--- config.mk ---
export PLATFORM = sky130hd
export DESIGN_NAME = axi_rd_burst_master_flat
export DESIGN_NICKNAME = d
export VERILOG_FILES = /design/src/rtl/axi_rd_burst_master_if.sv /design/src/rtl/axi_rd_burst_master.sv /design/src/flat_wrapper.sv
export SDC_FILE = /design/constraint.sdc
export NUM_CORES = 1
export LEC_CHECK = 0
export ABC_AREA = 1
export CAP_MARGIN = 25
export CORE_MARGIN = 2
export CORE_UTILIZATION = 48
export CTS_BUF_LIST = sky130_fd_sc_hd__clkbuf_2
export CTS_CLUSTER_DIAMETER = 120
export CTS_CLUSTER_SIZE = 40
export DETAILED_ROUTE_END_ITERATION = 8
export PLACE_DENSITY = 0.83
export SYNTH_ARGS = -nofsm -noshare
export SYNTH_HDL_FRONTEND = slang
export SYNTH_SLANG_ARGS = --single-unit
--- constraint.sdc ---
create_clock -name clk -period 3.1 [get_ports clk]
set_input_delay 0.465 -clock clk [delete_from_list [all_inputs] [get_ports clk]]
set_output_delay 0.465 -clock clk [all_outputs]
set_load 0.03 [all_outputs]
--- src/rtl/axi_rd_burst_master_if.sv ---
// Handshake/bus bundle for axi_rd_burst_master.
// Groups the CPU request port, the beat response port and the AXI AR/R channels.
//   master modport : the read master's view (drives ar_*, r_ready, req_ready, rsp_*)
//   slave modport  : the environment's view (requester, consumer and AXI slave)
// Ports:
//   req_valid/req_ready/req_id/req_addr/req_len/req_size/req_signed : request
//   rsp_valid/rsp_ready/rsp_data/rsp_resp/rsp_last                  : response beats
//   ar_valid/ar_ready/ar_id/ar_addr/ar_len/ar_size/ar_burst         : AXI AR channel
//   r_valid/r_ready/r_data/r_resp/r_last/r_id                       : AXI R channel
interface axi_rd_burst_master_if #(
    parameter int unsigned DATA_W = 64,
    parameter int unsigned ADDR_W = 64,
    parameter int unsigned ID_W   = 4,
    parameter int unsigned LEN_W  = 8
);
    logic              req_valid;
    logic              req_ready;
    logic [ID_W-1:0]   req_id;
    logic [ADDR_W-1:0] req_addr;
    logic [LEN_W-1:0]  req_len;
    logic [2:0]        req_size;
    logic              req_signed;

    logic              rsp_valid;
    logic              rsp_ready;
    logic [DATA_W-1:0] rsp_data;
    logic [1:0]        rsp_resp;
    logic              rsp_last;

    logic              ar_valid;
    logic              ar_ready;
    logic [ID_W-1:0]   ar_id;
    logic [ADDR_W-1:0] ar_addr;
    logic [LEN_W-1:0]  ar_len;
    logic [2:0]        ar_size;
    logic [1:0]        ar_burst;

    logic              r_valid;
    logic              r_ready;
    logic [DATA_W-1:0] r_data;
    logic [1:0]        r_resp;
    logic              r_last;
    logic [ID_W-1:0]   r_id;

    modport master (
        input  req_valid, req_id, req_addr, req_len, req_size, req_signed,
        output req_ready,
        output rsp_valid, rsp_data, rsp_resp, rsp_last,
        input  rsp_ready,
        output ar_valid, ar_id, ar_addr, ar_len, ar_size, ar_burst,
        input  ar_ready,
        input  r_valid, r_data, r_resp, r_last, r_id,
        output r_ready
    );

    modport slave (
        output req_valid, req_id, req_addr, req_len, req_size, req_signed,
        input  req_ready,
        input  rsp_valid, rsp_data, rsp_resp, rsp_last,
        output rsp_ready,
        input  ar_valid, ar_id, ar_addr, ar_len, ar_size, ar_burst,
        output ar_ready,
        output r_valid, r_data, r_resp, r_last, r_id,
        input  r_ready
    );
endinterface

--- src/rtl/axi_rd_burst_master.sv ---
// AXI4 read master: takes one read request at a time, issues a single AR (single beat or
// INCR burst) and returns every R beat through a one-entry registered response port.
// Single-beat reads get byte-lane extraction (shift, mask, sign/zero extend).
// Ports:
//   clk     : clock
//   reset_n : synchronous active-low reset
//   bus     : axi_rd_burst_master_if.master (request, response, AR and R channels)
// Widths of the module parameters must match those of the connected interface.
module axi_rd_burst_master #(
    parameter int unsigned DATA_W = 64,
    parameter int unsigned ADDR_W = 64,
    parameter int unsigned ID_W   = 4,
    parameter int unsigned LEN_W  = 8
) (
    input logic                   clk,
    input logic                   reset_n,
    axi_rd_burst_master_if.master bus
);
    localparam int unsigned BYTES = DATA_W / 8;
    localparam int unsigned OFF_W = $clog2(BYTES);

    typedef enum logic [1:0] {StIdle, StAddr, StData} state_e;

    state_e            state_q, state_d;
    logic              ar_valid_q, ar_valid_d;
    logic [ID_W-1:0]   ar_id_q, ar_id_d;
    logic [ADDR_W-1:0] ar_addr_q, ar_addr_d;
    logic [LEN_W-1:0]  ar_len_q, ar_len_d;
    logic [2:0]        ar_size_q, ar_size_d;
    logic [OFF_W-1:0]  off_q, off_d;
    logic              signed_q, signed_d;
    logic [LEN_W-1:0]  cnt_q, cnt_d;
    logic              rsp_valid_q, rsp_valid_d;
    logic [DATA_W-1:0] rsp_data_q, rsp_data_d;
    logic [1:0]        rsp_resp_q, rsp_resp_d;
    logic              rsp_last_q, rsp_last_d;

    logic              req_ready;
    logic              r_ready;
    logic              req_err;
    logic [8:0]        size_bytes;
    logic [8:0]        span;
    logic              cnt_last;
    logic [DATA_W-1:0] shifted;
    logic [DATA_W-1:0] ext_data;
    logic              sign_bit;
    int                nbits;

    assign req_ready = (state_q == StIdle) && !rsp_valid_q;
    assign r_ready   = (state_q == StData) && (!rsp_valid_q || bus.rsp_ready);
    assign cnt_last  = (cnt_q == ar_len_q);

    // Request legality, evaluated on the live request at acceptance.
    always_comb begin
        size_bytes = 9'd1 << bus.req_size;
        span       = 9'(bus.req_addr[OFF_W-1:0]) + size_bytes;
        req_err    = 1'b0;
        if (32'(bus.req_size) > OFF_W) begin
            req_err = 1'b1;
        end else if (bus.req_len == '0) begin
            req_err = (span > 9'(BYTES));
        end else begin
            req_err = |(9'(bus.req_addr[7:0]) & (size_bytes - 9'd1));
        end
    end

    // Single-beat lane extraction: shift the addressed bytes down, keep 2^size bytes and
    // fill the rest with the top kept bit (signed) or zero.
    always_comb begin
        shifted  = bus.r_data >> {off_q, 3'b000};
        nbits    = 8 << ar_size_q;
        sign_bit = 1'b0;
        ext_data = '0;
        for (int i = 0; i < int'(DATA_W); i++) begin
            if (i == nbits - 1) sign_bit = shifted[i];
        end
        for (int i = 0; i < int'(DATA_W); i++) begin
            ext_data[i] = (i < nbits) ? shifted[i] : (signed_q & sign_bit);
        end
    end

    always_comb begin
        state_d     = state_q;
        ar_valid_d  = ar_valid_q;
        ar_id_d     = ar_id_q;
        ar_addr_d   = ar_addr_q;
        ar_len_d    = ar_len_q;
        ar_size_d   = ar_size_q;
        off_d       = off_q;
        signed_d    = signed_q;
        cnt_d       = cnt_q;
        rsp_valid_d = rsp_valid_q;
        rsp_data_d  = rsp_data_q;
        rsp_resp_d  = rsp_resp_q;
        rsp_last_d  = rsp_last_q;

        // Consumption first so that a same-cycle load below wins (no bubble).
        if (rsp_valid_q && bus.rsp_ready) rsp_valid_d = 1'b0;

        unique case (state_q)
            StIdle: begin
                if (bus.req_valid && req_ready) begin
                    if (req_err) begin
                        rsp_valid_d = 1'b1;
                        rsp_data_d  = '0;
                        rsp_resp_d  = 2'b10;
                        rsp_last_d  = 1'b1;
                    end else begin
                        ar_valid_d = 1'b1;
                        ar_id_d    = bus.req_id;
                        ar_len_d   = bus.req_len;
                        ar_size_d  = bus.req_size;
                        off_d      = bus.req_addr[OFF_W-1:0];
                        signed_d   = bus.req_signed;
                        ar_addr_d  = (bus.req_len == '0) ?
                                     {bus.req_addr[ADDR_W-1:OFF_W], {OFF_W{1'b0}}} :
                                     bus.req_addr;
                        state_d    = StAddr;
                    end
                end
            end
            StAddr: begin
                if (bus.ar_ready) begin
                    ar_valid_d = 1'b0;
                    cnt_d      = '0;
                    state_d    = StData;
                end
            end
            StData: begin
                if (bus.r_valid && r_ready) begin
                    rsp_valid_d = 1'b1;
                    rsp_data_d  = (ar_len_q == '0) ? ext_data : bus.r_data;
                    rsp_resp_d  = ((bus.r_id != ar_id_q) || (bus.r_last != cnt_last)) ?
                                  2'b10 : bus.r_resp;
                    rsp_last_d  = bus.r_last || cnt_last;
                    cnt_d       = cnt_q + 1'b1;
                    if (bus.r_last || cnt_last) state_d = StIdle;
                end
            end
            default: state_d = StIdle;
        endcase
    end

    always_ff @(posedge clk) begin
        if (!reset_n) begin
            state_q     <= StIdle;
            ar_valid_q  <= 1'b0;
            ar_id_q     <= '0;
            ar_addr_q   <= '0;
            ar_len_q    <= '0;
            ar_size_q   <= '0;
            off_q       <= '0;
            signed_q    <= 1'b0;
            cnt_q       <= '0;
            rsp_valid_q <= 1'b0;
            rsp_data_q  <= '0;
            rsp_resp_q  <= '0;
            rsp_last_q  <= 1'b0;
        end else begin
            state_q     <= state_d;
            ar_valid_q  <= ar_valid_d;
            ar_id_q     <= ar_id_d;
            ar_addr_q   <= ar_addr_d;
            ar_len_q    <= ar_len_d;
            ar_size_q   <= ar_size_d;
            off_q       <= off_d;
            signed_q    <= signed_d;
            cnt_q       <= cnt_d;
            rsp_valid_q <= rsp_valid_d;
            rsp_data_q  <= rsp_data_d;
            rsp_resp_q  <= rsp_resp_d;
            rsp_last_q  <= rsp_last_d;
        end
    end

    assign bus.req_ready = req_ready;
    assign bus.r_ready   = r_ready;
    assign bus.ar_valid  = ar_valid_q;
    assign bus.ar_id     = ar_id_q;
    assign bus.ar_addr   = ar_addr_q;
    assign bus.ar_len    = ar_len_q;
    assign bus.ar_size   = ar_size_q;
    assign bus.ar_burst  = 2'b01;
    assign bus.rsp_valid = rsp_valid_q;
    assign bus.rsp_data  = rsp_data_q;
    assign bus.rsp_resp  = rsp_resp_q;
    assign bus.rsp_last  = rsp_last_q;
endmodule

--- src/flat_wrapper.sv ---
// flat-port wrapper written by rule: the top's interface ports become plain ports
module axi_rd_burst_master_flat 
#(
    parameter int unsigned DATA_W = 64,
    parameter int unsigned ADDR_W = 64,
    parameter int unsigned ID_W   = 4,
    parameter int unsigned LEN_W  = 8
)
  (clk, reset_n, bus_req_valid, bus_req_id, bus_req_addr, bus_req_len, bus_req_size, bus_req_signed, bus_req_ready, bus_rsp_valid, bus_rsp_data, bus_rsp_resp, bus_rsp_last, bus_rsp_ready, bus_ar_valid, bus_ar_id, bus_ar_addr, bus_ar_len, bus_ar_size, bus_ar_burst, bus_ar_ready, bus_r_valid, bus_r_data, bus_r_resp, bus_r_last, bus_r_id, bus_r_ready);
  axi_rd_burst_master_if #(.DATA_W(DATA_W), .ADDR_W(ADDR_W), .ID_W(ID_W), .LEN_W(LEN_W)) bus_i ();
  input logic clk;
  input logic reset_n;
  input wire logic [$bits(bus_i.req_valid)-1:0] bus_req_valid;
  input wire logic [$bits(bus_i.req_id)-1:0] bus_req_id;
  input wire logic [$bits(bus_i.req_addr)-1:0] bus_req_addr;
  input wire logic [$bits(bus_i.req_len)-1:0] bus_req_len;
  input wire logic [$bits(bus_i.req_size)-1:0] bus_req_size;
  input wire logic [$bits(bus_i.req_signed)-1:0] bus_req_signed;
  output wire logic [$bits(bus_i.req_ready)-1:0] bus_req_ready;
  output wire logic [$bits(bus_i.rsp_valid)-1:0] bus_rsp_valid;
  output wire logic [$bits(bus_i.rsp_data)-1:0] bus_rsp_data;
  output wire logic [$bits(bus_i.rsp_resp)-1:0] bus_rsp_resp;
  output wire logic [$bits(bus_i.rsp_last)-1:0] bus_rsp_last;
  input wire logic [$bits(bus_i.rsp_ready)-1:0] bus_rsp_ready;
  output wire logic [$bits(bus_i.ar_valid)-1:0] bus_ar_valid;
  output wire logic [$bits(bus_i.ar_id)-1:0] bus_ar_id;
  output wire logic [$bits(bus_i.ar_addr)-1:0] bus_ar_addr;
  output wire logic [$bits(bus_i.ar_len)-1:0] bus_ar_len;
  output wire logic [$bits(bus_i.ar_size)-1:0] bus_ar_size;
  output wire logic [$bits(bus_i.ar_burst)-1:0] bus_ar_burst;
  input wire logic [$bits(bus_i.ar_ready)-1:0] bus_ar_ready;
  input wire logic [$bits(bus_i.r_valid)-1:0] bus_r_valid;
  input wire logic [$bits(bus_i.r_data)-1:0] bus_r_data;
  input wire logic [$bits(bus_i.r_resp)-1:0] bus_r_resp;
  input wire logic [$bits(bus_i.r_last)-1:0] bus_r_last;
  input wire logic [$bits(bus_i.r_id)-1:0] bus_r_id;
  output wire logic [$bits(bus_i.r_ready)-1:0] bus_r_ready;
  assign bus_i.req_valid = bus_req_valid;
  assign bus_i.req_id = bus_req_id;
  assign bus_i.req_addr = bus_req_addr;
  assign bus_i.req_len = bus_req_len;
  assign bus_i.req_size = bus_req_size;
  assign bus_i.req_signed = bus_req_signed;
  assign bus_req_ready = bus_i.req_ready;
  assign bus_rsp_valid = bus_i.rsp_valid;
  assign bus_rsp_data = bus_i.rsp_data;
  assign bus_rsp_resp = bus_i.rsp_resp;
  assign bus_rsp_last = bus_i.rsp_last;
  assign bus_i.rsp_ready = bus_rsp_ready;
  assign bus_ar_valid = bus_i.ar_valid;
  assign bus_ar_id = bus_i.ar_id;
  assign bus_ar_addr = bus_i.ar_addr;
  assign bus_ar_len = bus_i.ar_len;
  assign bus_ar_size = bus_i.ar_size;
  assign bus_ar_burst = bus_i.ar_burst;
  assign bus_i.ar_ready = bus_ar_ready;
  assign bus_i.r_valid = bus_r_valid;
  assign bus_i.r_data = bus_r_data;
  assign bus_i.r_resp = bus_r_resp;
  assign bus_i.r_last = bus_r_last;
  assign bus_i.r_id = bus_r_id;
  assign bus_r_ready = bus_i.r_ready;
  axi_rd_burst_master #(.DATA_W(DATA_W), .ADDR_W(ADDR_W), .ID_W(ID_W), .LEN_W(LEN_W)) u_core (.clk(clk), .reset_n(reset_n), .bus(bus_i));
endmodule
==> run_summary.xml, run 1 <==
<?xml version="1.0" encoding="UTF-8"?>
<metrics>
  <group name="setup_path">
    <metric name="critPathLaunch" unit="">u_core.state_q[1]</metric>
    <metric name="cp.buffers_inverters" unit="">1</metric>
    <metric name="critical_path.top_delay_family" unit="">buffers and inverters</metric>
    <metric name="arrival" unit="ns">2.31</metric>
    <metric name="crit_path_top_delay_cell" unit="">sky130_fd_sc_hd__clkdlybuf4s50_1</metric>
    <metric name="timing.critical_path.from_type" unit="">flop</metric>
    <metric name="worstPathCellList" unit="">nor3_1 &gt; clkdlybuf4s50_1</metric>
    <metric name="setup.worst_path.end_class" unit="">output port</metric>
    <metric name="setup.worst_path.class" unit="">reg -&gt; out</metric>
    <metric name="cp_slowest_stage_delay" unit="ns">0.77</metric>
    <metric name="crit_path_max_fanout" unit="">5</metric>
    <metric name="required" unit="ns">2.63</metric>
    <metric name="rr_startpoint" unit="">u_core.bus.ar_size[1]</metric>
  </group>
  <group name="clocking">
    <metric name="cts_hold_buffers" unit="">0</metric>
    <metric name="cts_sinks" unit="">162</metric>
    <metric name="clock_insertion_delay_worst_skew" unit="ns">0.79</metric>
    <metric name="post-cts-setup-buffer-count" unit="">0</metric>
    <metric name="cts_buffer_count" unit="">17</metric>
    <metric name="h-tree-depth" unit="">4</metric>
    <metric name="cts_tree" unit="">done</metric>
    <metric name="cts-root-buf" unit="">sky130_fd_sc_hd__clkbuf_2</metric>
    <metric name="post_cts_resize_count" unit="">0</metric>
    <metric name="clkSlewWorstSetupHoldPaths" unit="ns">0.26</metric>
    <metric name="clk_path_buf_depth" unit="">2</metric>
  </group>
  <group name="yosys">
    <metric name="syn-cell-area" unit="um2">9170</metric>
    <metric name="synthAdderAreaFrac" unit="%">1.45</metric>
    <metric name="cell_with_the_most_instances_after_synthesis" unit="">sky130_fd_sc_hd__nand2_1</metric>
    <metric name="netlist-cell-type-count" unit="">43</metric>
    <metric name="synth.yosys.warnings" unit="">0</metric>
    <metric name="synth-main-ff-cell" unit="">sky130_fd_sc_hd__dfxtp_1</metric>
    <metric name="synth.area.top_cells" unit="">sky130_fd_sc_hd__dfxtp_1 35%, sky130_fd_sc_hd__nand2_1 17%, sky130_fd_sc_hd__o21ai_0 9.8%</metric>
    <metric name="synth_compound_gate_area_share" unit="%">22.1</metric>
    <metric name="yosysSeqAreaShare" unit="%">35.4</metric>
    <metric name="muxShareOfSynthArea" unit="%">0.218</metric>
    <metric name="synth_area_per_cell" unit="um2">6.28</metric>
    <metric name="synth_nets" unit="">1627</metric>
    <metric name="synth_top_family_by_area" unit="">simple AND/OR/NAND/NOR gates</metric>
    <metric name="synth.ff_latch_count" unit="">162</metric>
    <metric name="synth.largest_area_cell" unit="">sky130_fd_sc_hd__dfxtp_1</metric>
    <metric name="synth_simple_gate_area_share" unit="%">30.7</metric>
    <metric name="synth_xor_xnor_area_share" unit="%">0.764</metric>
    <metric name="yosys-top-cells-count" unit="">411 x sky130_fd_sc_hd__nand2_1, 207 x sky130_fd_sc_hd__nor2_1, 180 x sky130_fd_sc_hd__o21ai_0</metric>
    <metric name="synth_enable_flop_cells" unit="">0</metric>
    <metric name="postSynth.asyncResetShare" unit="%">0</metric>
    <metric name="synth_cells" unit="">1460</metric>
    <metric name="synth_top_cell_area_share" unit="%">35.4</metric>
  </group>
  <group name="final_layout">
    <metric name="sequential_cell_area" unit="um2">3240</metric>
    <metric name="proportion_of_layout_cells_with_a_drive_suffix_above_1" unit="%">5.26</metric>
    <metric name="multi_input_comb_area" unit="um2">5090</metric>
    <metric name="area_growth_syn_to_layout" unit="%">38.6</metric>
    <metric name="finish.net_count" unit="">1884</metric>
    <metric name="post-route-util" unit="%">67.9</metric>
    <metric name="postLayoutCellArea" unit="um2">12700</metric>
    <metric name="n_fill_cell" unit="">1643</metric>
  </group>
  <group name="floorplan">
    <metric name="ioPinCount" unit="">309</metric>
    <metric name="die_area" unit="um2">20200</metric>
    <metric name="die_span_in_x" unit="um">142</metric>
    <metric name="initial_utilization" unit="%">49.0</metric>
    <metric name="placement_rows" unit="">50</metric>
    <metric name="die_h" unit="um">142</metric>
    <metric name="design.core.area" unit="um2">18700</metric>
  </group>
  <group name="hold_path">
    <metric name="hold_path_origin" unit="">reset_n</metric>
    <metric name="hp-class" unit="">in -&gt; reg</metric>
  </group>
  <group name="grt">
    <metric name="globalRoute.totalOverflow" unit="">0</metric>
    <metric name="groute.usage.overall" unit="%">33.1</metric>
    <metric name="number_of_antenna_violations_at_the_first_check_in_global_routing" unit="">1</metric>
    <metric name="maximum_number_of_pins_on_one_net_before_global_route_repair" unit="">83</metric>
    <metric name="grt_pass1_wl" unit="um">52700</metric>
    <metric name="first_global_vias" unit="">10307</metric>
  </group>
  <group name="sta">
    <metric name="final_hold_viol_count" unit="">0</metric>
    <metric name="timing.final.crit_period" unit="ns">2.77</metric>
    <metric name="setup_tns" unit="ns">0</metric>
    <metric name="timing.final.ws_setup" unit="ns">0.325</metric>
    <metric name="drv_slew" unit="">0</metric>
    <metric name="fmaxAchievable" unit="GHz">0.360</metric>
    <metric name="rsz_0062_raised_after_global_routing" unit="">false</metric>
    <metric name="skew" unit="ns">0.0646</metric>
    <metric name="max_slew.worst_pin.slew" unit="ns">0.714</metric>
    <metric name="max_slew_margin" unit="%">52.4</metric>
    <metric name="timing.final.crit_share" unit="%">89.5</metric>
    <metric name="finalSetupViolCount" unit="">0</metric>
  </group>
  <group name="place">
    <metric name="port_buffers" unit="">306</metric>
    <metric name="gp_routability_congestion" unit="">0.967</metric>
    <metric name="placement.cell_area" unit="um2">12400</metric>
    <metric name="post-place-ws" unit="ns">-0.182</metric>
    <metric name="detailed_place_hpwl" unit="um">25100</metric>
  </group>
  <group name="flow_run">
    <metric name="drv_cap" unit="">0</metric>
  </group>
  <group name="power_and_ir_drop">
    <metric name="p_switching" unit="mW">1.80</metric>
    <metric name="share_clk_of_total_power" unit="%">25.6</metric>
    <metric name="p_comb_share" unit="%">29.9</metric>
    <metric name="seq_power_share" unit="%">44.5</metric>
    <metric name="power.density_cell_area" unit="nW/um2">391</metric>
    <metric name="power.switching_fraction" unit="%">36.3</metric>
    <metric name="internal_power" unit="mW">3.16</metric>
    <metric name="irDropWorstVdd" unit="mV">0.215</metric>
    <metric name="p_leak" unit="nW">5.26</metric>
  </group>
  <group name="drt">
    <metric name="number_of_optimization_iterations_in_the_first_detailed_route_pass" unit="">6</metric>
    <metric name="final_wirelength" unit="um">34100</metric>
    <metric name="route.antenna.remaining_nets" unit="">0</metric>
    <metric name="mean_routed_wirelength_per_cell" unit="um">17.3</metric>
    <metric name="via_per_inst" unit="">5.55</metric>
    <metric name="drt_iter0_drc" unit="">1032</metric>
    <metric name="routed-via-count" unit="">10900</metric>
    <metric name="drc" unit="">0</metric>
  </group>
  <group name="status">
    <metric name="outcome" unit="">completed</metric>
  </group>
</metrics>
-- layout make-up --
type | count | area share (%)
multi-input combinational | 1099 | 40.1
timing repair buffer | 347 | 27.4
sequential | 162 | 25.5
inverter | 90 | 2.66
tap | 234 | 2.30
clock inverter | 14 | 1.37
clock buffer | 17 | 0.669
antenna | 1 | 0.0197
-- cell families after synthesis --
| logic type | count (synthesis) |
|---|---|
| xor gates and xnor gates | 8 |
| buffers and inverters | 199 |
| muxes | 2 |
| DFF | 162 |
| and+or+nand+nor | 704 |
| AOI/OAI and AO/OA | 373 |
| adders and majority gates | 10 |
| other | 2 |
-- placed cells by master, fill, tap and decap left out, types with 6 or more instances in the layout --
master and count:
sky130_fd_sc_hd__xnor2_1 6, sky130_fd_sc_hd__o21ai_0 179, sky130_fd_sc_hd__nor2_1 207, sky130_fd_sc_hd__nand3_1 56
sky130_fd_sc_hd__nand2_1 410, sky130_fd_sc_hd__buf_4 32, sky130_fd_sc_hd__dfxtp_1 161, sky130_fd_sc_hd__ha_1 9
sky130_fd_sc_hd__clkdlybuf4s50_1 304, sky130_fd_sc_hd__inv_1 84, sky130_fd_sc_hd__clkbuf_2 17, sky130_fd_sc_hd__a21oi_1 128
sky130_fd_sc_hd__buf_12 9, sky130_fd_sc_hd__nor3_1 6, sky130_fd_sc_hd__o211ai_1 46
-- registers in the layout, summed over array words and instances, names as in the netlist --
signal and cells:
u_core.bus.ar_id 4, u_core.bus.rsp_valid 1, u_core.off_q 3, u_core.bus.rsp_last 1
u_core.bus.rsp_resp 2, u_core.cnt_q 8, u_core.signed_q 1, u_core.state_q 2
u_core.bus.ar_valid 1, u_core.bus.ar_size 3, u_core.bus.rsp_data 64, u_core.bus.ar_addr 64
u_core.bus.ar_len 8
-- layer usage --
metal / share of wire (%) / vias up / track usage [%]
met5: 0 / - / 0
met4: 3.6 / 0 / 12.6
met3: 9.6 / 89 / 8.82
met2: 48 / 578 / 57.2
met1: 38 / 4963 / 39.2
li1: - / 5270 / -
-- tightest hold or removal path, stage by stage --
cell and delay, ns:
sky130_fd_sc_hd__buf_2 0.26, sky130_fd_sc_hd__o21ai_0 0.14, sky130_fd_sc_hd__nor2_1 0.04
-- final timing paths --
check,to,slack (ns),cells after the start
min reg2reg,u_core.bus.rsp_data[0],0.48,2
min,u_core.bus.ar_addr[44],0.14,3
max,bus_req_ready,0.33,2
max reg2reg,u_core.bus.rsp_data[58],0.35,15
-- per-stage QoR --
step	hold WS [ns]	instances	power (mW)
global placement	0.438	1932	3.70
finish	0.140	1964	4.97
detailed placement	0.451	1932	3.72
floorplan	0.447	1460	3.07
CTS	0.121	1963	4.97
global route	0.104	1964	5.19
-- power by group through the flow --
stage | sequential [mW] | combinational (mW) | clock (mW)
2_1_floorplan | 2.37 | 0.696 | 0
5_1_grt | 2.22 | 1.60 | 1.36
3_3_place_gp | 2.25 | 1.46 | 0
4_1_cts | 2.21 | 1.47 | 1.28
3_5_place_dp | 2.25 | 1.47 | 0
6_report | 2.21 | 1.48 | 1.27
(Power assumes the default switching activity.)
==> run 2: changes to the inputs <==
- GPL_TIMING_DRIVEN: unset -> 1
==> results of run 2 <==
Final layout, timing and power as in run 1 (identical DEF).
